**src/rtl/tiny_dnn_pkg.sv**
```systemverilog
// Shared widths, output-position type and address helper for the tiny DNN
// output path.
package tiny_dnn_pkg;

    localparam int ACC_W_DEF = 32;
    localparam int OUT_W_DEF = 16;
    localparam int ADDR_W    = 12;

    typedef logic [ADDR_W-1:0] addr_t;

    // Output position counters: channel, row, column (ox innermost).
    typedef struct packed {
        logic [3:0] oc;
        logic [4:0] oy;
        logic [4:0] ox;
    } pos_t;

    // oc*os + oy*(ow+1) + ox, evaluated modulo 2**ADDR_W.
    function automatic addr_t calc_addr(pos_t p, logic [9:0] os, logic [4:0] ow);
        addr_t c, s, y, x, w;
        c = addr_t'(p.oc);
        s = addr_t'(os);
        y = addr_t'(p.oy);
        x = addr_t'(p.ox);
        w = addr_t'(ow) + addr_t'(1);
        return c * s + y * w + x;
    endfunction

endpackage

```
**src/rtl/tiny_dnn_out_ctl_if.sv**
```systemverilog
// Output-memory write port of the tiny DNN output controller.
interface tiny_dnn_out_ctl_if import tiny_dnn_pkg::*; #(
    parameter int OUT_W = OUT_W_DEF
);
    // A write transfers on every rising edge where o_we and o_ready are both
    // high; while o_we is high and o_ready low, o_addr/o_data hold unchanged.
    logic             o_we;
    addr_t            o_addr;
    logic [OUT_W-1:0] o_data;
    logic             o_ready;

    modport master (output o_we, output o_addr, output o_data, input o_ready);
    modport slave  (input o_we, input o_addr, input o_data, output o_ready);
endinterface

```
**src/rtl/tiny_dnn_out_fifo.sv**
```systemverilog
// Synchronous FIFO with occupancy count; a push while full is taken only when
// a pop happens in the same cycle.
module tiny_dnn_out_fifo #(
    parameter int W     = 8,
    parameter int DEPTH = 4,
    localparam int AW   = $clog2(DEPTH),
    localparam int CW   = $clog2(DEPTH + 1)
) (
    input  logic          clk,
    input  logic          rst,
    input  logic          push,
    input  logic          pop,
    input  logic [W-1:0]  din,
    output logic [W-1:0]  dout,
    output logic [CW-1:0] count,
    output logic          full,
    output logic          empty
);
    logic [W-1:0]  mem [DEPTH];
    logic [AW-1:0] wr_ptr;
    logic [AW-1:0] rd_ptr;
    logic          do_push;
    logic          do_pop;

    assign full    = (count == CW'(DEPTH));
    assign empty   = (count == '0);
    assign do_pop  = pop & ~empty;
    assign do_push = push & (~full | do_pop);
    assign dout    = mem[rd_ptr];

    always_ff @(posedge clk) begin
        if (do_push) mem[wr_ptr] <= din;
    end

    // DEPTH is a power of two, so the pointers wrap on their own.
    always_ff @(posedge clk) begin
        if (rst) begin
            wr_ptr <= '0;
            rd_ptr <= '0;
            count  <= '0;
        end else begin
            if (do_push) wr_ptr <= wr_ptr + AW'(1);
            if (do_pop)  rd_ptr <= rd_ptr + AW'(1);
            case ({do_push, do_pop})
                2'b10:   count <= count + CW'(1);
                2'b01:   count <= count - CW'(1);
                default: count <= count;
            endcase
        end
    end
endmodule

```
**src/rtl/tiny_dnn_out_ctl.sv**
```systemverilog
// Output controller: converts finished kernel accumulators to output words,
// assigns each its output-memory address and queues it for writing.
module tiny_dnn_out_ctl import tiny_dnn_pkg::*; #(
    parameter int ACC_W = ACC_W_DEF,
    parameter int OUT_W = OUT_W_DEF,
    parameter int SHIFT = 8,
    parameter int DEPTH = 4
) (
    input  logic                    clk,
    input  logic                    rst,
    input  logic                    s_init,
    input  logic                    k_fin,
    input  logic signed [ACC_W-1:0] acc,
    input  logic                    relu,
    input  logic [3:0]              od,
    input  logic [4:0]              oh,
    input  logic [4:0]              ow,
    input  logic [9:0]              os,
    output logic                    out_busy,
    output logic                    outr,
    output logic                    err,
    tiny_dnn_out_ctl_if.master      wr
);
    localparam int CW = $clog2(DEPTH + 1);
    localparam int EW = ADDR_W + OUT_W;
    // Saturation limits assume ACC_W > OUT_W.
    localparam logic signed [ACC_W-1:0] SAT_MAX = {{(ACC_W-OUT_W+1){1'b0}}, {(OUT_W-1){1'b1}}};
    localparam logic signed [ACC_W-1:0] SAT_MIN = {{(ACC_W-OUT_W+1){1'b1}}, {(OUT_W-1){1'b0}}};

    pos_t                    pos, pos_nxt;
    logic                    done;
    logic                    last;
    logic signed [ACC_W-1:0] shifted;
    logic [OUT_W-1:0]        conv;
    logic [EW-1:0]           head;
    logic [CW-1:0]           count;
    logic                    fifo_full, fifo_empty;
    logic                    pop, push, drop, kfin_live, blocked;

    always_comb begin
        shifted = acc >>> SHIFT;
        conv    = shifted[OUT_W-1:0];
        if (relu && shifted[ACC_W-1]) conv = '0;
        else if (shifted > SAT_MAX)   conv = SAT_MAX[OUT_W-1:0];
        else if (shifted < SAT_MIN)   conv = SAT_MIN[OUT_W-1:0];
    end

    always_comb begin
        pos_nxt = pos;
        last    = (pos.ox == ow) && (pos.oy == oh) && (pos.oc == od);
        if (pos.ox != ow) begin
            pos_nxt.ox = pos.ox + 5'd1;
        end else begin
            pos_nxt.ox = '0;
            if (pos.oy != oh) begin
                pos_nxt.oy = pos.oy + 5'd1;
            end else begin
                pos_nxt.oy = '0;
                pos_nxt.oc = pos.oc + 4'd1;
            end
        end
    end

    // s_init swallows a coincident k_fin without flagging it.
    assign pop       = wr.o_we & wr.o_ready;
    assign kfin_live = k_fin & ~s_init;
    assign blocked   = done | (fifo_full & ~pop);
    assign push      = kfin_live & ~blocked;
    assign drop      = kfin_live & blocked;

    always_ff @(posedge clk) begin
        if (rst || s_init) begin
            pos  <= '0;
            done <= 1'b0;
            err  <= 1'b0;
        end else begin
            if (push) begin
                if (last) done <= 1'b1;
                else      pos  <= pos_nxt;
            end
            if (drop) err <= 1'b1;
        end
    end

    tiny_dnn_out_fifo #(.W(EW), .DEPTH(DEPTH)) u_fifo (
        .clk   (clk),
        .rst   (rst),
        .push  (push),
        .pop   (pop),
        .din   ({calc_addr(pos, os, ow), conv}),
        .dout  (head),
        .count (count),
        .full  (fifo_full),
        .empty (fifo_empty)
    );

    assign wr.o_we   = ~fifo_empty & ~rst;
    assign wr.o_addr = wr.o_we ? head[EW-1:OUT_W] : '0;
    assign wr.o_data = wr.o_we ? head[OUT_W-1:0] : '0;
    assign out_busy  = (count >= CW'(DEPTH - 1));
    assign outr      = (count != '0);
endmodule

```
**src/flat_wrapper.sv**
```systemverilog
// flat-port wrapper written by rule: the top's interface ports become plain ports
module tiny_dnn_out_ctl_flat import tiny_dnn_pkg::*;
#(
    parameter int ACC_W = ACC_W_DEF,
    parameter int OUT_W = OUT_W_DEF,
    parameter int SHIFT = 8,
    parameter int DEPTH = 4
)
  (clk, rst, s_init, k_fin, acc, relu, od, oh, ow, os, out_busy, outr, err, wr_o_we, wr_o_addr, wr_o_data, wr_o_ready);
  tiny_dnn_out_ctl_if #(.OUT_W(OUT_W)) wr_i ();
  input  logic clk;
  input  logic rst;
  input  logic s_init;
  input  logic k_fin;
  input  logic signed [ACC_W-1:0] acc;
  input  logic relu;
  input  logic [3:0] od;
  input  logic [4:0] oh;
  input  logic [4:0] ow;
  input  logic [9:0] os;
  output logic out_busy;
  output logic outr;
  output logic err;
  output wire logic [$bits(wr_i.o_we)-1:0] wr_o_we;
  output wire logic [$bits(wr_i.o_addr)-1:0] wr_o_addr;
  output wire logic [$bits(wr_i.o_data)-1:0] wr_o_data;
  input wire logic [$bits(wr_i.o_ready)-1:0] wr_o_ready;
  assign wr_o_we = wr_i.o_we;
  assign wr_o_addr = wr_i.o_addr;
  assign wr_o_data = wr_i.o_data;
  assign wr_i.o_ready = wr_o_ready;
  tiny_dnn_out_ctl #(.ACC_W(ACC_W), .OUT_W(OUT_W), .SHIFT(SHIFT), .DEPTH(DEPTH)) u_core (.clk(clk), .rst(rst), .s_init(s_init), .k_fin(k_fin), .acc(acc), .relu(relu), .od(od), .oh(oh), .ow(ow), .os(os), .out_busy(out_busy), .outr(outr), .err(err), .wr(wr_i));
endmodule
```
**config.mk**
```make
export PLATFORM = sky130hd
export DESIGN_NAME = tiny_dnn_out_ctl_flat
export DESIGN_NICKNAME = d
export VERILOG_FILES = /design/src/rtl/tiny_dnn_pkg.sv /design/src/rtl/tiny_dnn_out_ctl_if.sv /design/src/rtl/tiny_dnn_out_fifo.sv /design/src/rtl/tiny_dnn_out_ctl.sv /design/src/flat_wrapper.sv
export SDC_FILE = /design/constraint.sdc
export NUM_CORES = 1
export LEC_CHECK = 0
export BUFFER_PORTS_ARGS = -buffer_cell sky130_fd_sc_hd__buf_2
export CELL_PAD_IN_SITES_DETAIL_PLACEMENT = 2
export CELL_PAD_IN_SITES_GLOBAL_PLACEMENT = 2
export CORE_UTILIZATION = 37
export DETAILED_ROUTE_END_ITERATION = 12
export GPL_ROUTABILITY_DRIVEN = 0
export PLACE_DENSITY_LB_ADDON = 0.1
export SYNTH_ARGS = -nofsm -noshare
export SYNTH_HDL_FRONTEND = slang
export SYNTH_HIERARCHICAL = 1
export SYNTH_SLANG_ARGS = --single-unit
```
**constraint.sdc**
```tcl
create_clock -name clk -period 5.15 [get_ports clk]
set_clock_uncertainty 0.05 [all_clocks]
set_input_delay 0.2575 -clock clk [delete_from_list [all_inputs] [get_ports clk]]
set_output_delay 0.2575 -clock clk [all_outputs]
set_load 0.005 [all_outputs]
```
==> run_results.csv, run 1 <==
group,metric,value,unit
status,outcome,"finished, final reports clean",
logic_synthesis,syn-num-nets,803,
clock_network,clockBufferDepth,2,
sta,maxSlewViolCount,0,
logic_synthesis,synthArstFlopShare,0,%
logic_synthesis,syn_avg_cell_area,12.8,sq um
placement,dp.cells,1020,
sta,worst_slew_pin_slew,0.981,ns
critical_path,cp_max_fo,13,
floorplanning,core_area,21900,sq um
global_routing,grt_pass1_vias,6169,
floorplanning,die_x,152,um
floorplanning,die_y,152,um
sta,fin_crit,4.96,ns
finish,design_area,9790,sq um
placement,io_buffers,85,
logic_synthesis,synth_top_area_share,40.6,%
sta,finalCritPeriodShare,96.4,%
power,ir_drop,182,uV
drt,vias,5258,
sta,hold_violations,0,
global_routing,grt_pass1_wl,33600,um
drt,ant_nets,0,
critical_path,cpMostUsedCell,"fa_1",
critical_path,endpoint_kind,"register",
finish,final_common_cell,"edfxtp_1",
drt,wl_met1,9080,um
critical_path,crit_family,"adder cells",
clock_network,cts_root_buf,"clkbuf_16",
critical_path,regToRegSetupSlack,0.19,ns
critical_path,cp_data_required_time,5.31,ns
placement,dp_hpwl,15300,um
sta,setup_ws,0.186,ns
finish,drive_above_1_share,25.7,%
critical_path,cp_slowest_stage_delay,0.55,ns
drt,met2_length,11100,um
sta,setup_violations,0,
sta,max_freq,201,MHz
critical_path,worstSetupPathType,"reg -> reg",
critical_path,crit_slowest_cell,"fa_1",
drt,vias_per_cell,4.99,
clock_network,numCtsBuffers,17,
global_routing,grt_overflow_total,0,
floorplanning,ios,94,
finish,final_cell_mix,"112 x edfxtp_1, 85 x buf_2, 71 x inv_1",
logic_synthesis,synthCells,650,
drt,route.detailed.drc,0,
critical_path,r2r_cells,16,
critical_path,critPathLaunch,"u_core/pos[11]",
critical_path,r2r_end,"u_core/u_fifo/mem[0][27]",
power,p_per_area,257,nW/um^2
run,maxCapViolations,0,
placement,place_ws,-0.319,ns
clock_network,cts_sinks,137,
drt,wl_met3,600,um
critical_path,cp.depth,16,
power,p_leak,0.00409,uW
drt,dr.max_layer_used,"met4",
logic_synthesis,yosys.area.top_type,"edfxtp_1",
drt,wire_per_inst,19.9,um
logic_synthesis,yosysUniqueCellTypes,54,
logic_synthesis,ys_warn_count,6,
drt,dr.pass1.iters,4,
sta,maxSlewHeadroom,34.4,%
floorplanning,start_util,37.9,%
drt,drt-total-wl,20900,um
critical_path,arrival,5.12,ns
critical_path,start_kind,"register",
logic_synthesis,ys_top_cells_by_area,"edfxtp_1 41%, fa_1 12%, mux4_2 7.6%, ha_1 6.5%, dfxtp_1 6.0%",
clock_network,htreeDepth,4,
finish,fin_cells,1053,
global_routing,grt_max_degree,30,
floorplanning,die-area,23000,sq um
critical_path,r2r_start,"u_core/pos[11]",
min_path,worstHoldPathType,"in -> reg",
critical_path,crit_path_cell_trace,"buf_6, nand2_1, fa_1, inv_1, fa_1, fa_1, fa_1, inv_1, fa_1, inv_1, ha_1, nand3_1, o211ai_1, o41ai_2, o21ai_1, xnor2_1",
global_routing,antenna_found_initial,1,
critical_path,endpoint,"u_core/u_fifo/mem[0][27]",
logic_synthesis,yosysSeqAreaShare,46.6,%
clock_network,path_clk_slew,0.07,ns
logic_synthesis,synth_edf_count,112,
logic_synthesis,synth_seq_cells,137,
finish,nets,913,
clock_network,holdBufCountCts,0,
finish,area_delta_synth_final,18.0,%
floorplanning,rows,54,
critical_path,crit_buf_inv,4,
placement,place_area,9200,sq um
logic_synthesis,ys.flop_type,"edfxtp_1",
sta,rsz0062_at_grt,"no",
global_routing,grt_usage,19.9,%
finish,num_antenna_cells,0,
logic_synthesis,synth_area,8290,sq um
drt,drt-initial-drc-count,189,
clock_network,clkLatencyLatePin,0.43,ns
clock_network,cts_tree,"yes",
==> repair_timing <==
| action | in CTS | in global routing |
|---|---|---|
| setup endpoints to repair | 0 | 12 |
| resized for setup | 0 | 7 |
| endpoints found under the hold margin | 0 | 0 |
| buffers inserted | 0 | 1 |
==> per-layer routing <==
| layer | global-route usage [%] | vias to the layer above |
|---|---|---|
| met3 | 3.98 | 17 |
| met1 | 24.8 | 2704 |
| met5 | 0 | - |
| li1 | - | 2460 |
| met2 | 35.5 | 77 |
| met4 | 4.11 | 0 |
==> worst reg2reg max path, delay by kind of cell (launching register included) <==
| kind | cells | cell delay [ns] |
|---|---|---|
| AOI/OAI and AO/OA | 3 | 0.61 |
| and+or+nand+nor | 2 | 0.20 |
| adders and majority gates | 6 | 2.86 |
| DFF | 1 | 0.37 |
| buffers and inverters | 4 | 0.35 |
| xor gates and xnor gates | 1 | 0.31 |
==> cell families after synthesis <==
logic type,after synthesis,synth area share (%)
AO/OA/AOI/OAI,48,4.45
XOR/XNOR,42,4.44
adder cells (fa/ha/maj),91,18.1
buffers and inverters,96,4.74
flip-flops,137,46.6
multiplexers,32,8.10
AND/OR/NAND/NOR,204,13.6
==> synthesized netlist by cell type, drive strengths merged, types with 7 or more instances <==
library cell	n
nor2b	18
fa	48
o21ai	7
nor2	41
edfxtp	112
clkbuf	15
ha	43
dfxtp	25
mux4	28
buf	9
xor2	21
a21oi	8
nor3	7
nand2b	11
o21a	16
inv	71
and2	61
xnor2	21
nand2	35
nand3	14
==> registers in the layout (all words and copies together) (netlist names), named ones only <==
signal,count
u_core/done,1
u_core/u_fifo/rd_ptr,2
u_core/pos,14
u_core/err,1
u_core/u_fifo/wr_ptr,2
u_core/u_fifo/mem,112
u_core/u_fifo/count,3
==> final cells by class <==
| class | instances | area, sq um |
|---|---|---|
| Timing Repair Buffer | 115 | 658 |
| Clock buffer | 17 | 425 |
| Sequential cell | 137 | 3870 |
| Inverter | 72 | 275 |
| Tap cell | 280 | 350 |
| Clock inverter | 15 | 139 |
| Multi-Input combinational cell | 417 | 4070 |
| Fill cell | 2209 | 12100 |
==> through the flow <==
stage	util, %	setup TNS (ns)	hold WS, ns	total power, uW
after floorplan	-	0	0.413	1310
after global placement	42.0	-1.40	0.403	1370
after detailed placement	42.0	-3.88	0.421	1380
after CTS	44.6	0	0.124	2550
after global routing	44.7	0	0.134	2610
final	44.7	0	0.132	2520
==> power breakdown <==
part | total (uW) | internal [uW] | switching (uW) | leakage (uW)
combinational | 133 | 55.8 | 77.2 | 0.00259
clock | 1160 | 634 | 530 | 0.000272
sequential | 1220 | 1220 | 7.76 | 0.00123
==> worst min-delay path by stage <==
stage                from                        to  slack (ns)  cells past startpoint
6_report              rst   u_core/u_fifo/wr_ptr[0]        0.13                      2
5_1_grt              relu  u_core/u_fifo/mem[0][15]        0.13                      2
4_1_cts               rst   u_core/u_fifo/rd_ptr[0]        0.12                      2
3_5_place_dp   u_core/err                u_core/err        0.42                      2
3_3_place_gp   u_core/err                u_core/err        0.40                      2
2_1_floorplan  u_core/err                u_core/err        0.41                      2
(Power assumes the default switching activity.)
==> run 2: changes to the inputs <==
--- a/config.mk
+++ b/config.mk
@@ -8,9 +8,10 @@
 export BUFFER_PORTS_ARGS = -buffer_cell sky130_fd_sc_hd__buf_2
 export CELL_PAD_IN_SITES_DETAIL_PLACEMENT = 2
 export CELL_PAD_IN_SITES_GLOBAL_PLACEMENT = 2
-export CORE_UTILIZATION = 37
+export CORE_UTILIZATION = 30
 export DETAILED_ROUTE_END_ITERATION = 12
 export GPL_ROUTABILITY_DRIVEN = 0
+export HOLD_SLACK_MARGIN = 0.05
 export PLACE_DENSITY_LB_ADDON = 0.1
 export SYNTH_ARGS = -nofsm -noshare
 export SYNTH_HDL_FRONTEND = slang
==> run 2 against run 1 <==
Worst setup slack better by 0.051 ns. Cell count rose by 6.4%. First-iteration DRC count decreased by 23%. Critical path depth rose by 1. Combinational power about the same. Non-clock buffer count grew 6. Wire length decreased by 3.8%. Clock power about the same. Sequential power barely moved. Via count is 0.68% lower. Final area rose by 1.2%.
==> run_results.csv, run 2 (synthesized netlist as in run 1, its figures left out) <==
group,metric,value,unit
finish,drive_above_1_share,26.6,%
clock_network,cts_sinks,137,
clock_network,cts_tree,"yes",
power,ir_drop,155,uV
clock_network,clockBufferDepth,2,
clock_network,holdBufCountCts,0,
global_routing,grt_overflow_total,0,
drt,drt-initial-drc-count,146,
critical_path,cp_max_fo,6,
critical_path,endpoint_kind,"register",
sta,hold_violations,0,
finish,final_cell_mix,"112 x edfxtp_1, 85 x buf_2, 71 x inv_1",
status,outcome,"finished, final reports clean",
critical_path,cp_data_required_time,5.30,ns
floorplanning,ios,94,
min_path,min-delay-start,"rst",
clock_network,cts_root_buf,"clkbuf_16",
critical_path,worstSetupPathType,"reg -> reg",
sta,max_freq,204,MHz
finish,largest_reg_flops,112,
power,p_per_area,254,nW/um^2
critical_path,regToRegSetupSlack,0.24,ns
clock_network,post_cts_buffers,0,
drt,route.detailed.drc,0,
floorplanning,core_area,27000,sq um
sta,worst_slew_pin_slew,1.11,ns
drt,vias,5222,
min_path,worstHoldPathType,"in -> reg",
finish,top_regs,"u_core/u_fifo/mem x112, u_core/pos x14, u_core/u_fifo/count x3",
critical_path,arrival,5.06,ns
drt,vias_per_cell,4.66,
finish,nets,919,
critical_path,r2r_end,"u_core/u_fifo/mem[2][25]",
clock_network,cts-resized-gates,0,
placement,dp_hpwl,15000,um
finish,area_delta_synth_final,19.5,%
finish,largest_register,"u_core/u_fifo/mem",
critical_path,r2r_cells,17,
drt,ant_nets,0,
critical_path,start_kind,"register",
clock_network,path_clk_slew,0.07,ns
finish,final_common_cell,"edfxtp_1",
power,p_leak,0.00413,uW
min_path,min_to,"u_core/u_fifo/wr_ptr[0]",
global_routing,grt_max_degree,30,
placement,io_buffers,85,
global_routing,grt_pass1_vias,6080,
global_routing,grt_usage,15.2,%
floorplanning,die_y,168,um
sta,maxSlewHeadroom,25.7,%
clock_network,htreeDepth,4,
sta,finalCritPeriodShare,95.4,%
drt,wire_per_inst,18.0,um
clock_network,clkLatencyLatePin,0.42,ns
critical_path,critPathLaunch,"u_core/pos[12]",
clock_network,numCtsBuffers,17,
floorplanning,die_x,168,um
drt,drt-total-wl,20100,um
min_path,min_path_cells,2,
sta,fin_crit,4.91,ns
global_routing,grt_pass1_wl,32900,um
finish,fin_cells,1120,
run,maxCapViolations,0,
floorplanning,start_util,30.7,%
sta,fin_tns_setup,0,ns
placement,dp.cells,1088,
critical_path,r2r_start,"u_core/pos[12]",
global_routing,antenna_found_initial,0,
sta,setup_violations,0,
finish,num_antenna_cells,0,
finish,nFillCells,2834,
sta,finalHoldWorstSlack,0.133,ns
sta,maxSlewViolCount,0,
drt,dr.pass1.iters,4,
floorplanning,die-area,28300,sq um
floorplanning,rows,60,
==> run 2: cell types whose count changed in the layout (fill, tap and decap cells not counted), moves of 2 or more <==
cell,change
buf_4,+8
buf_6,-2
inv_8,+2
xnor2_1,-2
xnor2_2,+2
==> run 2: layout make-up <==
type / instances / area, sq um / share of cell area, %
Clock buffer: 17 / 425 / 4.29
Clock inverter: 15 / 136 / 1.38
Inverter: 72 / 275 / 2.78
Multi-Input combinational cell: 417 / 4080 / 41.2
Sequential cell: 137 / 3870 / 39.0
Tap cell: 341 / 427 / 4.31
Timing Repair Buffer: 121 / 696 / 7.02
==> run 2: through the flow <==
stage	area [sq um]	total power [uW]	utilization [%]	setup slack, ns
after global placement	9310	1380	34.5	-0.185
after CTS	9880	2560	36.5	0.112
after detailed placement	9310	1380	34.5	-0.291
after global routing	9910	2600	36.7	-0.00643
after floorplan	8290	1310	-	0.0340
final	9910	2520	36.7	0.237
==> run 2: critical path: stages (launching register included) <==
cell      delay, ns
dfxtp_1        0.35
buf_4          0.18
nand2_1        0.08
fa_1           0.54
inv_1          0.06
fa_1           0.53
fa_1           0.44
fa_1           0.54
inv_1          0.05
fa_1           0.49
inv_1          0.04
ha_1           0.32
nand3_1        0.09
o211ai_1       0.26
o41ai_2        0.09
buf_4          0.14
buf_4          0.12
xnor2_1        0.30
==> run 2: metal layers <==
| layer | wire, um | track usage, % |
|---|---|---|
| met3 | 475 | 2.49 |
| met5 | 0 | 0 |
| met1 | 8950 | 18.4 |
| met4 | 188 | 3.68 |
| met2 | 10500 | 28.0 |
==> run 2: power breakdown <==
group | switching [uW] | total [uW] | internal [uW]
Sequential | 7.50 | 1220 | 1220
Combinational | 74.7 | 132 | 56.8
Clock | 524 | 1160 | 636
==> run 2: worst max path at each step <==
stage                                to  slack (ns)  cells after the start
6_report       u_core/u_fifo/mem[2][25]        0.24                     17
4_1_cts        u_core/u_fifo/mem[1][26]        0.11                     19
3_3_place_gp   u_core/u_fifo/mem[2][27]       -0.19                     21
3_5_place_dp   u_core/u_fifo/mem[0][26]       -0.29                     22
5_1_grt        u_core/u_fifo/mem[0][25]      -0.006                     17
2_1_floorplan  u_core/u_fifo/mem[0][27]        0.03                     18
